## config.mk

```make
export PLATFORM = sky130hd
export DESIGN_NAME = cnt6_down
export DESIGN_NICKNAME = d
export VERILOG_FILES = /design/src/rtl/cnt6_down.sv
export SDC_FILE = /design/constraint.sdc
export NUM_CORES = 1
export LEC_CHECK = 0
export ABC_CLOCK_PERIOD_IN_PS = 3810
export BUFFER_PORTS_ARGS = -buffer_cell sky130_fd_sc_hd__buf_2
export CORE_ASPECT_RATIO = 0.75
export CORE_MARGIN = 2
export CORE_UTILIZATION = 55
export DETAILED_ROUTE_END_ITERATION = 7
export GPL_ROUTABILITY_DRIVEN = 0
export PLACE_DENSITY = 0.76
export SETUP_SLACK_MARGIN = 0.3
export SLEW_MARGIN = 15
export SYNTH_ARGS = -nofsm -noshare
export SYNTH_HDL_FRONTEND = slang
export SYNTH_SLANG_ARGS = --single-unit
```

## constraint.sdc

```tcl
create_clock -name clk -period 3.81 [get_ports clk]
set_input_delay 0.762 -clock clk [delete_from_list [all_inputs] [get_ports clk]]
set_output_delay 0.762 -clock clk [all_outputs]
set_load 0.02 [all_outputs]
```

## src/rtl/cnt6_down.sv

```systemverilog
// cnt6_down -- six-bit countdown timer (0..59 seconds).
//
// Loads a seconds value, then decrements it once per tick period of
// max(num,1) clk cycles until it reaches zero, where it flags completion.
// Ticks come from an internal single-cycle enable, so everything runs in
// the clk domain.
//
// Optional feature macro: CNT6_DOWN_AUTO_RELOAD_EN
//   defined   : on reaching zero reload the last loaded value and keep
//               running; done pulses for one cycle per reload.
//   undefined : stop in DONE with done held high until the next load.
//
// Ports:
//   clk      in   system clock, rising edge
//   rst_n    in   asynchronous active-low reset
//   num      in   [31:0] tick period in clk cycles (0 and 1 mean 1)
//   load_val in   [5:0]  value to load, saturated to 59
//   load     in   load strobe
//   start    in   start/resume strobe
//   pause    in   pause strobe
//   out      out  [5:0]  current count (registered)
//   running  out  high while counting (registered)
//   done     out  completion flag (registered)
module cnt6_down (
  input  logic        clk,
  input  logic        rst_n,
  input  logic [31:0] num,
  input  logic [5:0]  load_val,
  input  logic        load,
  input  logic        start,
  input  logic        pause,
  output logic [5:0]  out,
  output logic        running,
  output logic        done
);

  typedef enum logic [1:0] {
    ST_IDLE  = 2'd0,
    ST_RUN   = 2'd1,
    ST_PAUSE = 2'd2,
    ST_DONE  = 2'd3
  } state_t;

  state_t      state_q, state_d;
  logic [5:0]  out_q, out_d;
  logic [5:0]  last_q, last_d;        // last loaded value, used for reload
  logic        running_q, running_d;
  logic        done_q, done_d;
  logic [31:0] tick_cnt_q, tick_cnt_d;

  logic [31:0] tick_max;
  logic [5:0]  load_sat;
  logic        tick;

  // Terminal count of the tick counter; num of 0 or 1 both give a tick every cycle.
  assign tick_max = (num > 32'd1) ? (num - 32'd1) : 32'd0;
  // Loaded values above 59 saturate.
  assign load_sat = (load_val > 6'd59) ? 6'd59 : load_val;
  // Tick enable only exists while counting.
  assign tick     = (state_q == ST_RUN) && (tick_cnt_q == tick_max);

  // Next-state, count and flag logic.
  always_comb begin
    state_d    = state_q;
    out_d      = out_q;
    last_d     = last_q;
    tick_cnt_d = tick_cnt_q;
`ifdef CNT6_DOWN_AUTO_RELOAD_EN
    done_d     = 1'b0;                // done is a one-cycle pulse
`else
    done_d     = done_q;              // done holds until the next load
`endif
    case (state_q)
      ST_IDLE: begin
        if (load) begin
          out_d      = load_sat;
          last_d     = load_sat;
          tick_cnt_d = 32'd0;
        end else if (start && (out_q != 6'd0)) begin
          state_d    = ST_RUN;
          tick_cnt_d = 32'd0;
        end else begin
          state_d    = ST_IDLE;
        end
      end
      ST_RUN: begin
        // load/start are ignored here; pause wins over a coincident tick
        // and the counter holds so the partial period survives the pause.
        if (pause) begin
          state_d = ST_PAUSE;
        end else if (tick) begin
          tick_cnt_d = 32'd0;
          if (out_q <= 6'd1) begin
`ifdef CNT6_DOWN_AUTO_RELOAD_EN
            out_d   = last_q;
            done_d  = 1'b1;
`else
            out_d   = 6'd0;
            state_d = ST_DONE;
            done_d  = 1'b1;
`endif
          end else begin
            out_d   = out_q - 6'd1;
          end
        end else begin
          tick_cnt_d = tick_cnt_q + 32'd1;
        end
      end
      ST_PAUSE: begin
        if (load) begin
          state_d    = ST_IDLE;
          out_d      = load_sat;
          last_d     = load_sat;
          tick_cnt_d = 32'd0;
        end else if (start) begin
          state_d    = ST_RUN;
        end else begin
          state_d    = ST_PAUSE;
        end
      end
      ST_DONE: begin
        if (load) begin
          state_d    = ST_IDLE;
          out_d      = load_sat;
          last_d     = load_sat;
          done_d     = 1'b0;
          tick_cnt_d = 32'd0;
        end else begin
          out_d      = 6'd0;
          done_d     = 1'b1;
        end
      end
      default: begin
        state_d    = ST_IDLE;
        out_d      = 6'd0;
        done_d     = 1'b0;
        tick_cnt_d = 32'd0;
      end
    endcase
    running_d = (state_d == ST_RUN);
  end

  // State and output registers.
  always_ff @(posedge clk or negedge rst_n) begin
    if (!rst_n) begin
      state_q    <= ST_IDLE;
      out_q      <= 6'd0;
      last_q     <= 6'd0;
      running_q  <= 1'b0;
      done_q     <= 1'b0;
      tick_cnt_q <= 32'd0;
    end else begin
      state_q    <= state_d;
      out_q      <= out_d;
      last_q     <= last_d;
      running_q  <= running_d;
      done_q     <= done_d;
      tick_cnt_q <= tick_cnt_d;
    end
  end

  assign out     = out_q;
  assign running = running_q;
  assign done    = done_q;

endmodule
```

# Word level (Yosys, flattened, before mapping)

Index checks and enable logic that the tools add are counted.

Logic and storage cells: 60
Input port bits: 43
ROM bits: 0
Memories: 0
Memory bits (writable): 0
Flip-flop bits (word level): 42
Bits in latches: 0

Add/sub/neg operators: 3
Div/mod/pow operators: 0
$mul: 0
Bitwise gates (word level): 0
Muxes and demuxes: 28
Shift operators: 0
Reduce and logical (&&, ||, !) cells: 10
Equality and inequality tests: 11
$lt $le $gt $ge: 3

Operators by type and width:

| kind                  | number |
|---|---|
| $mux 32               | 6 |
| $pmux 32 s3           | 1 |
| $mux 6                | 6 |
| $add 32x1->32 const B | 1 |
| $eq 32x32->1          | 1 |
| $gt 32x1->1 const B   | 1 |
| $sub 32x1->32 const B | 1 |
| $pmux 6 s3            | 1 |
| $mux 2                | 7 |
| $pmux 2 s4            | 1 |
| $gt 6x6->1 const B    | 1 |
| $le 6x1->1 const B    | 1 |
| $ne 2x1->1 const B    | 3 |
| $reduce_and 3->1      | 2 |
| $reduce_bool 6->1     | 1 |
| $sub 6x1->6 const B   | 1 |
| $mux 1                | 5 |
| $eq 2x1->1 const B    | 2 |
| $eq 2x2->1 const B    | 2 |
| $ne 2x2->1 const B    | 2 |
| $reduce_and 4->1      | 1 |
| $reduce_or 2->1       | 2 |
| $ne 3x3->1 const B    | 1 |
| $logic_and 1x1->1     | 2 |
| other kinds (3)       | 3 |

# Depth between registers and ports, before layout

Word-level depth: 8
Gate-level depth with buffers: 15

# Least setup slack after synthesis

Ideal clock, no wire load.

Kind: input -> register
From: input num[4]
To: register tick_cnt_q[9]
Library setup time: 0.119 ns
Arrival: 3.824 ns
Data required time: 3.691 ns
Path slack: -0.133 ns
Stages: 14
Cells stage by stage: buf_2 > nor4_4 > nand2_1 > or4_1 > buf_2 > o21a_1 > o32ai_2 > nand2_1 > or4_1 > nand4bb_1 > buf_2 > a21oi_4 > buf_6 > nor2_1

Cells in the longest elaborated chain, start to end: 7

Ends and longest elaborated chain:

| item                                                | RTL line | source |
|---|---|---|
| start: declaration                                  | 27       | `input logic [31:0] num,` |
| $sub 32x1->32 / $gt 32x1->1 (equally long branches) | 56       | `assign tick_max = (num > 32'd1) ? (num - 32'd1) : 32'd0;` |
| $mux 32 (*)                                         | 56       |  |
| $eq 32x32->1 (*)                                    | 60       | `assign tick = (state_q == ST_RUN) && (tick_cnt_q == tick_max);` |
| $logic_and 1x1->1 (*)                               | 60       |  |
| $mux 32 (*)                                         | 91       | `end else if (tick) begin` |
| $mux 32 (*)                                         | 89       | `if (pause) begin` |
| $pmux 32 s3 (*)                                     | 73       | `case (state_q)` |
| end signal: assignment                              | 158      | `tick_cnt_q <= tick_cnt_d;` |
| end: declaration                                    | 49       | `logic [31:0] tick_cnt_q, tick_cnt_d;` |

Every way passes the cells marked *; elsewhere a longest branch is shown, timed or not. The select of a mux whose other input is x is not followed.
A chain may end at the register's enable or synchronous reset.

# Final worst setup path

From: input num[9]
To: register out_q[1], in the netlist out[1]

Cells in the longest elaborated chain, start to end: 6

Ends and longest elaborated chain:

| item                                                | RTL line | source |
|---|---|---|
| $sub 32x1->32 / $gt 32x1->1 (equally long branches) | 56       |  |
| $mux 32 (*)                                         | 56       |  |
| $eq 32x32->1 (*)                                    | 60       |  |
| $logic_and 1x1->1 (*)                               | 60       |  |
| $ne 2x2->1 (no line) (*)                            | n/a      |  |
| $reduce_and 3->1 (no line) (*)                      | n/a      |  |
| end signal: assignment                              | 154      | `out_q <= out_d;` |
| end: declaration                                    | 45       | `logic [5:0] out_q, out_d;` |

Every way passes the cells marked *; elsewhere a longest branch is shown, timed or not.

==> run summary <==
Detailed placement ended at an HPWL of 11000 um. The worst-case setup slack after placement is -311 ps. For this run, the total global-route usage over all layers was measured as 0.366.

The I/O pin count came out at 51. The wire length of the first global-routing pass is 24100 um. The number of cells on the worst reg-to-reg path is 11. The run finished with clean final reports. The switching power summed over all nets came out at 747 uW.

The post-route antenna net violation count is 0. The maximum net fanout on the critical path came out at 4. Leaving out fill and tap cells, the most frequent cells in the layout are sky130_fd_sc_hd__buf_4 (112), sky130_fd_sc_hd__nor2_1 (58), sky130_fd_sc_hd__buf_2 (44), sky130_fd_sc_hd__dfrtp_1 (42), sky130_fd_sc_hd__nand2_1 (39). The DRC violation count after routing is 0. The worst register-to-register path begins at tick_cnt_q[3]. Of the cells placed in the final design, the portion with a size suffix greater than 1 is 0.384.

Clock tree synthesis selected as its root buffer the cell sky130_fd_sc_hd__clkbuf_8. The cell-internal power is 1120 uW. The count of yosys warnings during synthesis came out at 0. The final count of hold timing violations is 0. The number of nets in the layout came out at 741. The worst setup path is launched from a primary input. The time the worst path needs with I/O delays and setup came out at 3750 ps. The worst register-to-register path has a setup slack of 660 ps. The final critical-path setup slack came out at 64.6 ps.

The share of power burned in combinational logic came out at 0.452. The signed area change from the synthesized netlist to the final layout came out at 42.7%. The total power density per cell area is 308 nW/um^2. The final count of pins violating max slew is 0. The overall die height is 80.1 um. Dividing the final minimum period by the clock period gives 0.983. Ranked by total cell area, the synthesized netlist is headed by sky130_fd_sc_hd__dfrtp_1 (25%), sky130_fd_sc_hd__nor2_1 (5.6%), sky130_fd_sc_hd__xnor2_1 (5.0%), sky130_fd_sc_hd__xor2_1 (4.7%), sky130_fd_sc_hd__o21ai_0 (3.8%).

The initial utilization of the core area, before any placement, comes to 0.573. The DRC violation total after the first TritonRoute iteration is 692. In the routed layout, each cell is associated on average with a via count of 6.77. The final setup violation count came out at 0. The die area came out at 8440 um^2. The total overflow left after global routing is 0. Summed over all layers, the routed wires come to 16900 um.

The total number of vias is 5374. The worst-case vdd ir drop is 0.000239 V. Data arrives at the worst endpoint at 3940 ps. For this run, the register share of the synthesized area comes to 0.248.

The flip-flop and latch count after synthesis came out at 42. The clock tree from TritonCTS is built. Including well taps, the total number of placed cells is 768. The region available for standard cell placement spans 7400 um^2. The clock transition at the registers of the reported paths is 90 ps.

The slew at the pin closest to its max-slew limit came out at 950 ps. The normalized max-slew margin came out at 0.367. The clock network power share is 0.236.

The critical register-to-register path endpoint is tick_cnt_q[7]. For the worst setup path, the data required time is 4010 ps. The most used flip-flop cell after synthesis is sky130_fd_sc_hd__dfrtp_1.

The post-synthesis async set-or-reset flop share came out at 1.00. The number of distinct standard cells referenced by the synthesized netlist is 70. The number of cell rows came out at 27. The worst setup path is captured at a flip-flop. The first detailed-routing pass took 8 iterations. The combined area of all synthesized cells is 4240 um^2.

The tightest min-delay check is of the primary input to asynchronous set/reset pin type. The most common cell after layout, fill and taps aside is sky130_fd_sc_hd__buf_4. The maximum clock frequency came out at 267 MHz.

The post-detailed-route wirelength per cell came out at 21.3 um. The number of H-tree levels came out at 2. The synthesized area per cell is 7.75 um^2. The initial antenna violation count came out at 0. The number of max-cap violations is 0. The number of inserted diodes came out at 0. The final-layout setup total negative slack is 0 ps. The largest area contributor in the synthesized netlist is sky130_fd_sc_hd__dfrtp_1. The setup skew after layout is 9.17 ps. The quantity of I/O buffers inserted on ports came out at 50. Counting flops with a built-in enable in the synthesized netlist gives 0. The post-synth net total came out at 596. The buffer levels on the longest clock path came out at 2. The area share of the largest cell type after synthesis came out at 0.248. The die is 105 um wide.

Clock tree synthesis found a total of 42 sinks. The slowest stage of the critical path belongs to the cell sky130_fd_sc_hd__or4_4. The final cell count without fillers is 794. The via count of the first global-routing pass is 4811.

The critical path contains buffers and inverters numbering 3 combined. The maximum number of pins on one net before global-route repair came out at 43. The switching part of the total is 0.400. Of the total power, registers draw 0.312. The largest single stage delay on the critical path is 590 ps. The worst setup path is of the primary input to flip-flop kind. The number of hold buffers added after CTS came out at 0.

The clock latency of the later-clocked register in the worst-skew pair came out at 320 ps. The dominant delay contributor by cell family on the critical path is simple AND/OR/NAND/NOR gates. The instance count of the mapped netlist came out at 547. Setup repair after global routing could not meet its margin everywhere. At the end of the flow the core is filled with cells to 0.818. In this run the static leakage power is 0.00249 uW. The number of buffers inserted during clock tree synthesis came out at 5. The signal on the critical path passes through buf_2 > nor4_4 > buf_4 > nand2_4 > or4_4 > a211oi_2 > nor3_1 > buf_4 > or4_4 > and4b_2 > nor2_4 > mux2_4.
-- worst max-delay path by stage --
stage	from	endpoint	slack (ps)	cells past startpoint
after global routing	num[18]	done	-30	12
after global placement	num[6]	out[0]	-210	11
after floorplan	num[4]	tick_cnt_q[9]	-40	14
after CTS	num[3]	out[1]	260	12
final	num[9]	out[1]	60	12
after detailed placement	num[0]	tick_cnt_q[2]	-310	12
-- metrics by stage --
stage	total power (uW)	instance area [um^2]	hold WS, ps
final	1860	6050	571
after global routing	1950	6050	602
after CTS	1780	5770	562
after detailed placement	1320	5330	544
after global placement	1290	5330	532
after floorplan	1030	4330	466
-- sequential cells by signal (all words and copies together) (netlist names) --
signal and cells:
state_q 2, running 1, tick_cnt_q 32, done 1, out 6
-- cell type report --
type	instances	area, um^2
Sequential cell	42	1050
Inverter	15	56.3
Clock inverter	3	68.8
Multi-Input combinational cell	457	3440
Clock buffer	5	68.8
Fill cell	420	1350
Timing Repair Buffer	171	1240
Tap cell	101	126
-- logic make-up after synthesis --
kind of cell               after synthesis  synth area share
muxes                                    5            0.0127
adders and majority gates                6            0.0177
and+or+nand+nor                        277             0.360
AOI/OAI and AO/OA                      117             0.190
buffers and inverters                   48            0.0475
DFF                                     42             0.248
xor gates and xnor gates                52             0.124
-- power groups by stage --
stage | logic, uW | clock network (uW) | registers [uW]
finish | 844 | 439 | 582
global route | 909 | 455 | 589
CTS | 772 | 437 | 575
detailed placement | 734 | 0 | 582
global placement | 711 | 0 | 579
floorplan | 429 | 0 | 598
-- what timing repair did --
item | CTS | global route
buffers inserted | 8 | 10
pin swaps | 24 | 19
endpoints found under the setup margin | 41 | 41
gates resized for setup | 48 | 51
endpoints found under the hold margin | 0 | 0
-- synth_stat cells (4+ instances only) --
cell                       number
sky130_fd_sc_hd__or3_1         12
sky130_fd_sc_hd__xnor2_1       24
sky130_fd_sc_hd__nand3_1       27
sky130_fd_sc_hd__nor3_1        28
sky130_fd_sc_hd__ha_1           6
sky130_fd_sc_hd__o22ai_1        6
sky130_fd_sc_hd__o31a_1         4
sky130_fd_sc_hd__nand2_1       41
sky130_fd_sc_hd__a21oi_1       17
sky130_fd_sc_hd__nor4_1        17
sky130_fd_sc_hd__clkbuf_1      22
sky130_fd_sc_hd__dfrtp_1       42
sky130_fd_sc_hd__nor2_1        63
sky130_fd_sc_hd__or2_2          9
sky130_fd_sc_hd__nand4_1       15
sky130_fd_sc_hd__buf_2          5
sky130_fd_sc_hd__o31ai_1        5
sky130_fd_sc_hd__nand2b_1       6
sky130_fd_sc_hd__o21ai_0       32
sky130_fd_sc_hd__inv_1         15
sky130_fd_sc_hd__buf_1          4
sky130_fd_sc_hd__nand3b_1       5
sky130_fd_sc_hd__nor4_2         4
sky130_fd_sc_hd__nor2b_1        7
sky130_fd_sc_hd__a211oi_1       6
sky130_fd_sc_hd__xor2_1        23
sky130_fd_sc_hd__and3_1        11
sky130_fd_sc_hd__nor3b_1        4
sky130_fd_sc_hd__a31oi_1        7
sky130_fd_sc_hd__or4_1         12
-- worst register-to-register path: cells and delay by family, from the launching register on --
kind	cells	cell delay, ps
buf+inv	1	180
simple gates	4	780
xor+xnor	2	400
compound gates	3	960
mux	1	210
flops	1	500
-- layer usage --
layer  wire, um  track usage  share of wire
met5          0            0              0
met4       1210        0.125          0.072
met3       2060       0.0869           0.12
met2       7290        0.588           0.43
met1       6350        0.486           0.38
(Power assumes the default switching activity.)
